==> src/rtl/inst_pkg.sv <==
// Shared definitions for the instruction assembler: format codes, opcode
// constants, immediate range limits and the run-control state encoding.
package inst_pkg;

    typedef enum logic [2:0] {
        FMT_R = 3'd0,
        FMT_I = 3'd1,
        FMT_S = 3'd2,
        FMT_B = 3'd3,
        FMT_U = 3'd4,
        FMT_J = 3'd5
    } fmt_e;

    localparam logic [6:0] OP_LOAD   = 7'h03;
    localparam logic [6:0] OP_IMM    = 7'h13;
    localparam logic [6:0] OP_AUIPC  = 7'h17;
    localparam logic [6:0] OP_STORE  = 7'h23;
    localparam logic [6:0] OP_REG    = 7'h33;
    localparam logic [6:0] OP_LUI    = 7'h37;
    localparam logic [6:0] OP_BRANCH = 7'h63;
    localparam logic [6:0] OP_JALR   = 7'h67;
    localparam logic [6:0] OP_JAL    = 7'h6F;

    // Signed immediate limits; B and J offsets must additionally be even.
    localparam int IMM12_MIN = -2048;
    localparam int IMM12_MAX = 2047;
    localparam int IMM13_MIN = -4096;
    localparam int IMM13_MAX = 4094;
    localparam int IMM21_MIN = -1048576;
    localparam int IMM21_MAX = 1048574;

    typedef enum logic [1:0] {
        ST_IDLE = 2'd0,
        ST_RUN  = 2'd1,
        ST_DONE = 2'd2
    } state_e;

endpackage

==> src/rtl/inst_pack.sv <==
// Combinational field packer: builds the 32-bit instruction word for the
// selected format and flags whether fmt and imm32 form a legal beat.
module inst_pack
    import inst_pkg::*;
(
    input  logic [2:0]  fmt,
    input  logic [6:0]  opcode,
    input  logic [4:0]  rd,
    input  logic [4:0]  rs1,
    input  logic [4:0]  rs2,
    input  logic [2:0]  funct3,
    input  logic [6:0]  funct7,
    input  logic [31:0] imm32,
    output logic [31:0] word,
    output logic        ok
);

    logic signed [31:0] imm_s;
    logic               in12;
    logic               in13;
    logic               in21;

    assign imm_s = imm32;
    assign in12  = (imm_s >= IMM12_MIN) && (imm_s <= IMM12_MAX);
    assign in13  = (imm_s >= IMM13_MIN) && (imm_s <= IMM13_MAX) && !imm32[0];
    assign in21  = (imm_s >= IMM21_MIN) && (imm_s <= IMM21_MAX) && !imm32[0];

    always_comb begin
        word = '0;
        ok   = 1'b0;
        case (fmt)
            FMT_R: begin
                word = {funct7, rs2, rs1, funct3, rd, opcode};
                ok   = 1'b1;
            end
            FMT_I: begin
                word = {imm32[11:0], rs1, funct3, rd, opcode};
                ok   = in12;
            end
            FMT_S: begin
                word = {imm32[11:5], rs2, rs1, funct3, imm32[4:0], opcode};
                ok   = in12;
            end
            FMT_B: begin
                word = {imm32[12], imm32[10:5], rs2, rs1, funct3,
                        imm32[4:1], imm32[11], opcode};
                ok   = in13;
            end
            FMT_U: begin
                word = {imm32[31:12], rd, opcode};
                ok   = (imm32[11:0] == 12'd0);
            end
            FMT_J: begin
                word = {imm32[20], imm32[10:1], imm32[11], imm32[19:12], rd, opcode};
                ok   = in21;
            end
            default: begin
                word = '0;
                ok   = 1'b0;
            end
        endcase
    end

endmodule

==> src/rtl/inst_assembler.sv <==
// Instruction assembler: accepts a counted run of field beats, packs each into
// an instruction word and writes good words to consecutive memory addresses.
module inst_assembler
    import inst_pkg::*;
#(
    parameter int ADDR_W = 14
) (
    input  logic              clk,
    input  logic              rst,
    input  logic              start,
    input  logic [ADDR_W-1:0] base_addr,
    input  logic [ADDR_W-1:0] count,
    input  logic              in_valid,
    output logic              in_ready,
    input  logic [2:0]        fmt,
    input  logic [6:0]        opcode,
    input  logic [4:0]        rd,
    input  logic [4:0]        rs1,
    input  logic [4:0]        rs2,
    input  logic [2:0]        funct3,
    input  logic [6:0]        funct7,
    input  logic [31:0]       imm32,
    output logic              wr_en,
    output logic [ADDR_W-1:0] wr_addr,
    output logic [31:0]       wr_data,
    output logic              busy,
    output logic              done,
    output logic              err,
    output logic [7:0]        err_cnt
);

    function automatic logic [7:0] sat_inc8(input logic [7:0] v);
        return (v == 8'hFF) ? v : v + 8'd1;
    endfunction

    state_e            state_q;
    state_e            state_d;
    logic [ADDR_W-1:0] count_q;
    logic [ADDR_W-1:0] beats_q;
    logic [ADDR_W-1:0] addr_q;
    logic              err_q;
    logic [7:0]        err_cnt_q;

    logic [31:0]       word_p0;
    logic              ok_p0;
    logic              vld_p0;
    logic              good_p0;

    logic              vld_p1;
    logic [ADDR_W-1:0] addr_p1;
    logic [31:0]       data_p1;

    inst_pack u_pack (
        .fmt    (fmt),
        .opcode (opcode),
        .rd     (rd),
        .rs1    (rs1),
        .rs2    (rs2),
        .funct3 (funct3),
        .funct7 (funct7),
        .imm32  (imm32),
        .word   (word_p0),
        .ok     (ok_p0)
    );

    assign in_ready = (state_q == ST_RUN) && (beats_q < count_q);
    assign vld_p0   = in_valid && in_ready;
    assign good_p0  = vld_p0 && ok_p0;

    always_comb begin
        state_d = state_q;
        case (state_q)
            ST_IDLE: if (start) state_d = ST_RUN;
            ST_RUN:  if (beats_q == count_q) state_d = ST_DONE;
            ST_DONE: state_d = ST_IDLE;
            default: state_d = ST_IDLE;
        endcase
    end

    always_ff @(posedge clk) begin
        if (rst) begin
            state_q   <= ST_IDLE;
            count_q   <= '0;
            beats_q   <= '0;
            addr_q    <= '0;
            err_q     <= 1'b0;
            err_cnt_q <= '0;
        end else begin
            state_q <= state_d;
            if (state_q == ST_IDLE && start) begin
                count_q   <= count;
                beats_q   <= '0;
                addr_q    <= base_addr;
                err_q     <= 1'b0;
                err_cnt_q <= '0;
            end else if (vld_p0) begin
                beats_q <= beats_q + 1'b1;
                if (ok_p0) begin
                    addr_q <= addr_q + 1'b1;
                end else begin
                    err_q     <= 1'b1;
                    err_cnt_q <= sat_inc8(err_cnt_q);
                end
            end
        end
    end

    // p0 -> p1: register the packed word and its address for the memory write
    always_ff @(posedge clk) begin
        if (rst) begin
            vld_p1  <= 1'b0;
            addr_p1 <= '0;
            data_p1 <= '0;
        end else begin
            vld_p1 <= good_p0;
            if (good_p0) begin
                addr_p1 <= addr_q;
                data_p1 <= word_p0;
            end
        end
    end

    assign wr_en   = vld_p1;
    assign wr_addr = addr_p1;
    assign wr_data = data_p1;
    assign busy    = (state_q != ST_IDLE);
    assign done    = (state_q == ST_DONE);
    assign err     = err_q;
    assign err_cnt = err_cnt_q;

endmodule

==> config.mk <==
export PLATFORM = sky130hd
export DESIGN_NAME = inst_assembler
export DESIGN_NICKNAME = d
export VERILOG_FILES = /design/src/rtl/inst_pkg.sv /design/src/rtl/inst_pack.sv /design/src/rtl/inst_assembler.sv
export SDC_FILE = /design/constraint.sdc
export NUM_CORES = 1
export LEC_CHECK = 0
export BUFFER_PORTS_ARGS = -buffer_cell sky130_fd_sc_hd__buf_2
export CAP_MARGIN = 10
export CORE_UTILIZATION = 35
export CTS_CLUSTER_SIZE = 20
export DETAILED_ROUTE_END_ITERATION = 7
export PLACE_DENSITY = 0.62
export RECOVER_POWER = 25
export SLEW_MARGIN = 20
export SYNTH_ARGS = -nofsm -noshare
export SYNTH_HDL_FRONTEND = slang
export SYNTH_SLANG_ARGS = --single-unit
==> constraint.sdc <==
create_clock -name clk -period 3.1 [get_ports clk]
set_input_delay 0.155 -clock clk [delete_from_list [all_inputs] [get_ports clk]]
set_output_delay 0.155 -clock clk [all_outputs]
set_load 0.1 [all_outputs]
== Word-level counts from Yosys, hierarchy flattened ==
Index checks and enable logic that the tools add are counted.

* Output and inout bits: 59
* Bits in latches: 0
* Input bits: 99
* Memories kept: 0
* Word-level logic and storage cells: 62
* Memory bits (writable): 0
* Bits in registers: 100
* Memory bits (read-only): 0

* Multiplexer cells: 8
* Reductions and logical operators: 22
* Div/mod/pow operators: 0
* Order comparisons: 7
* Shift operators: 0
* $add $sub $neg: 3
* Eq/ne operators: 11
* Bitwise operators: 2
* Multipliers: 0

{| class="wikitable"
|+ Operators with widths
! operator !! number
|-
| case mux 32 bit (6 select lines) || 1
|-
| two-way mux 14 bit || 3
|-
| greater-or-equal comparator 32 x 12 -> 1 bit (second input constant) || 1
|-
| greater-or-equal comparator 32 x 13 -> 1 bit (second input constant) || 1
|-
| greater-or-equal comparator 32 x 21 -> 1 bit (second input constant) || 1
|-
| <= comparator 32 x 12 -> 1 bit (second input constant) || 1
|-
| <= comparator 32 x 13 -> 1 bit (second input constant) || 1
|-
| <= comparator 32 x 21 -> 1 bit (second input constant) || 1
|-
| adder 14 x 1 -> 14 bit (second input constant) || 2
|-
| equality test 14 bit || 1
|-
| < comparator 14 bit || 1
|-
| logical NOT 12 bit || 1
|-
| logical AND 1 bit || 9
|-
| adder 8 x 1 -> 8 bit (second input constant) || 1
|-
| equality test 8 bit (second input constant) || 1
|-
| equality test 3 x 2 -> 1 bit (second input constant) || 2
|-
| equality test 3 bit (second input constant) || 2
|-
| AND reduction 2 bit || 3
|-
| nonzero test 2 bit || 3
|-
| case mux 1 bit (5 select lines) || 1
|-
| two-way mux 2 bit || 2
|-
| case mux 2 bit (2 select lines) || 1
|-
| OR reduction 2 bit || 2
|-
| equality test 3 x 1 -> 1 bit (second input constant) || 1
|-
| other kinds (9) || 10
|}

== Longest topological paths before layout ==
* Depth in word-level cells: 7
* Gate-level depth with buffers: 11
* Gate-level depth less buffers: 9

== By module ==
Synthesis repeated with hierarchy kept, for this count alone.

* Cell total of the unflattened synthesis: 727
* Area total of the unflattened synthesis: 5567.8 um^2

{| class="wikitable"
|+ By module, submodules not included
! module !! cells an instance !! times used !! area each (um^2) !! seq. area each (um^2)
|-
| inst_assembler || 595 || 1 || 4783.3 || 2001.9
|-
| inst_pack || 132 || 1 || 784.5 || 0.0
|}

== Worst setup path after synthesis ==
No wires, ideal clock.

* Path kind: register to register
* Start point: register count_q[13]
* End point: register err_cnt_q[2] (netlist: err_cnt[2])
* Path buffers: 2
* Path slack: 0.457 ns
* Library setup time: 0.163 ns
* Clock period less this slack: 2.643 ns
* Required time: 2.937 ns
* Data arrival time: 2.480 ns
* Cell stages (with the launch flop): 12
* Cells stage by stage: dfxtp_1 > inv_1 > ha_1 > a211oi_1 > o211ai_1 > a211oi_1 > and2_1 > clkbuf_1 > nand3_1 > clkbuf_1 > o311ai_0 > o41ai_1

* Longest elaborated chain between the ends: 4

{| class="wikitable"
|+ Ends and longest elaborated chain
! what !! RTL line !! RTL
|-
| start, declared || inst_assembler.sv:38 || <nowiki>logic [ADDR_W-1:0] count_q;</nowiki>
|-
| start signal, assigned || inst_assembler.sv:91 || <nowiki>count_q <= count;</nowiki>
|-
| < comparator 14 bit || inst_assembler.sv:66 || <nowiki>assign in_ready = (state_q == ST_RUN) && (beats_q < count_q);</nowiki>
|-
| logical AND 1 bit || inst_assembler.sv:66 ||
|-
| logical AND 1 bit || inst_assembler.sv:67 || <nowiki>assign vld_p0 = in_valid && in_ready;</nowiki>
|-
| AND reduction 3 bit (no source line) || - ||
|-
| end signal, assigned || inst_assembler.sv:102 || <nowiki>err_cnt_q <= sat_inc8(err_cnt_q);</nowiki>
|-
| end, declared || inst_assembler.sv:42 || <nowiki>logic [7:0] err_cnt_q;</nowiki>
|}

No other way between the ends.
A chain may end at the register's enable or synchronous reset.

== Worst setup path in the final report ==
* Start point: register count_q[13]
* End point: register addr_q[2]

* Longest elaborated chain between the ends: 5

{| class="wikitable"
|+ Ends and longest elaborated chain
! what !! RTL line !! RTL
|-
| < comparator 14 bit || inst_assembler.sv:66 ||
|-
| logical AND 1 bit || inst_assembler.sv:66 ||
|-
| logical AND 1 bit || inst_assembler.sv:67 ||
|-
| nonzero test 2 bit (no source line) || - ||
|-
| AND reduction 2 bit (no source line) || - ||
|-
| end signal, assigned || inst_assembler.sv:93 || <nowiki>addr_q <= base_addr;</nowiki>
|-
| end signal, assigned || inst_assembler.sv:99 || <nowiki>addr_q <= addr_q + 1'b1;</nowiki>
|-
| end, declared || inst_assembler.sv:40 || <nowiki>logic [ADDR_W-1:0] addr_q;</nowiki>
|}

No other way between the ends.

==> metrics.yaml <==
synth:
  synth_cell_type_count: 59
  synth-edff-count: 0
  ys_seq_elements: 100
  synth_top_area_share_pct: 39.2
  syn_inst: 624
  synthTopCellsByArea: "dfxtp_1 39%, mux2i_1 8.0%, nor2_1 7.6%"
  async_reset_ff_share_pct: 0
  yosysWarningCount: 0
  yosys.area.top_type: "dfxtp_1"
  synth_ff_type: "dfxtp_1"
  syn_nets: 740
  synth_area_sq_mm: 0.00511
  seq_area_frac_synth_pct: 39.2
  syn_area_per_cell_sq_um: 8.19
grt:
  track_usage_pct: 19.3
  overflow: 0
  first_global_vias: 4447
  grt_pass1_wl_microns: 22400
  grt_max_degree: 64
  antenna_found_initial: 0
clock_tree:
  clk_pin_slew_ns: 0.07
  cts_setup_buffers: 0
  cts-root-buf: "clkbuf_16"
  cts_hold_buf: 0
  cts_sinks: 100
  cts_resized: 0
  cts_tree: "built"
  cts_buffer_depth: 2
  clk-insertion-delay-late_ns: 0.35
  cts_htree_levels: 3
  cts_buffers: 9
final_layout:
  final_net_count: 884
  final_common_cell: "buf_2"
  drive_gt1_share_pct: 20.1
  layout_common_cells: "118 x buf_2, 103 x nor2_1, 100 x dfxtp_1, 52 x nand2_1, 41 x mux2i_1"
  antennaDiodeCount: 0
  area.growth.synth_to_final_pct: 24.4
  finalInstanceArea_sq_mm: 0.00635
routing:
  drc_errors: 0
  vias: 4931
  wl_per_cell_microns: 14.7
  vias_per_cell: 5.17
  drt-initial-drc-count: 301
  ant_nets: 0
  first_pass_iters: 4
  wl_microns: 14000
floorplanning:
  start_util_pct: 36.4
  num_io_pins: 158
  die_area_sq_mm: 0.0151
  die_h_microns: 123
  core_sq_mm: 0.0140
  die_w_microns: 123
  rows: 43
pwr:
  total_power_w: 0.00305
  swShare_pct: 27.6
  power_frac_seq_pct: 44.9
  power.clock.fraction_pct: 39.4
  power_density_mw_per_mm2: 480
  p_comb_share_pct: 15.6
  ir_drop_uv: 264
  p_switching_w: 0.000842
  total_leakage_power_nw: 2.46
  intPower_w: 0.00221
setup_path:
  start_kind: "flip-flop"
  rrSetupSlack_ns: 0.31
  r2r-start: "count_q[13]"
  critical_path_depth: 11
  reg2reg_to: "addr_q[2]"
  rr_worst_depth: 11
  critPathKind: "flip-flop to flip-flop"
  path_max_fanout: 63
  worstPathArrival_ns: 3.05
  critPathLaunch: "count_q[13]"
  path_buf_inv: 3
  crit_slowest_cell: "dfxtp_1"
  crit_chain: "inv_1 > ha_1 > a211oi_1 > o211ai_1 > a211oi_1 > nand2_1 > buf_4 > a21oi_4 > buf_12 > a211oi_1 > nor4_1"
  required_ns: 3.36
  cp-endpoint: "addr_q[2]"
  crit_top_cell: "a211oi_1"
  cp_slowest_stage_delay_ns: 0.33
  crit_family: "compound AO/OA/AOI/OAI gates"
  cp-end-kind: "flip-flop"
sta:
  final.min_clock_period_ns: 2.79
  hold_viol_final: 0
  worst_pin_slew_ns: 1.22
  fin_ws_ns: 0.312
  setup_tns_ns: 0
  finClkSkew_ns: 0.00972
  rsz0062_at_grt: "no"
  relSlewSlack_pct: 18.7
  fin_crit_sh_pct: 89.9
  setup_viol: 0
  report.final.slew_viol_count: 0
  max_freq_mhz: 359
place:
  io_buffers: 157
  place_hpwl_microns: 10600
  post-place-ws_ns: 0.302
  place_area_sq_mm: 0.00608
  gp_congestion: 0.883
outcome:
  outcome: "complete, no violations"
job:
  drv_cap: 0
worst_hold_path:
  min_path_type: "input port to flip-flop"
## per-layer routing
layer  share of wire (%)  vias to the layer above  global-route usage [%]
li1                    -                     2513                       -
met1                  47                     2225                    25.8
met2                  44                      174                    29.7
met3                 6.6                       19                    4.28
met4                 1.8                        0                    8.31
met5                   0                        -                       0
## power groups by stage
stage / clock, W / sequential [W] / combinational [W]
2_1_floorplan: 0 / 0.00145 / 0.000259
3_3_place_gp: 0 / 0.00140 / 0.000480
3_5_place_dp: 0 / 0.00140 / 0.000479
4_1_cts: 0.00124 / 0.00137 / 0.000480
5_1_grt: 0.00129 / 0.00138 / 0.000524
6_report: 0.00120 / 0.00137 / 0.000477
## how the worst min path moves through the flow
stage | to | cells after the start | from | slack [ns]
floorplan | count_q[10] | 2 | count[10] | 0.29
global placement | wr_data[3] | 3 | opcode[3] | 0.39
detailed placement | wr_data[2] | 3 | opcode[2] | 0.40
CTS | count_q[10] | 3 | count[10] | 0.03
global route | count_q[1] | 3 | count[1] | 0.04
finish | wr_data[0] | 3 | opcode[0] | 0.04
## flip-flops by register name (all words and copies together) (netlist names)
name,count
wr_en,1
wr_addr,14
err_cnt,8
addr_q,14
beats_q,14
err,1
count_q,14
state_q,2
wr_data,32
## metrics by stage
stage | hold slack [ns] | util (%) | cells
3_5_place_dp | 0.399 | 43.3 | 937
5_1_grt | 0.0372 | 45.3 | 953
2_1_floorplan | 0.291 | - | 624
6_report | 0.0414 | 45.3 | 953
3_3_place_gp | 0.390 | 43.3 | 937
4_1_cts | 0.0286 | 45.6 | 953
## layout make-up
type / instances / area, sq um
well taps: 180 / 225
repair buffers: 171 / 855
fillers: 1440 / 7690
multi-input cells: 455 / 2830
inverters: 31 / 116
clock buffers: 14 / 284
clock inverters: 2 / 38.8
flip-flops and latches: 100 / 2000
## Yosys cell counts, types with 3 or more instances
cell type    n
or4_1        3
nor2b_1      7
mux2i_1     41
or3_1        7
nor4_1      17
buf_4        3
nand3_1     16
a22o_1       3
a211oi_1    31
xnor2_1     14
clkbuf_1    30
a21oi_1     40
a221oi_1     5
a311oi_1     5
a31oi_1      3
ha_1        17
buf_2        3
dfxtp_1    100
and3_1       7
inv_1       31
nand4_1     13
and2_1       4
nor3_1      13
a2111oi_0    4
nor2_1     103
xor2_1       5
o21ai_0     11
o31ai_1      4
nand2_1     52
## worst min-delay path, stage by stage
cell	delay, ns
buf_2	0.07
mux2i_1	0.05
nor2_1	0.07
## logic make-up after synthesis
logic type,count (synthesis),synth area share (%)
AO/OA/AOI/OAI,121,16.0
AND/OR/NAND/NOR,257,23.9
XOR/XNOR,19,3.26
flip-flops,100,39.2
buffers and inverters,69,5.51
adder cells (fa/ha/maj),17,4.16
multiplexers,41,8.03
Note: power is estimated with default switching activity, not from simulation.
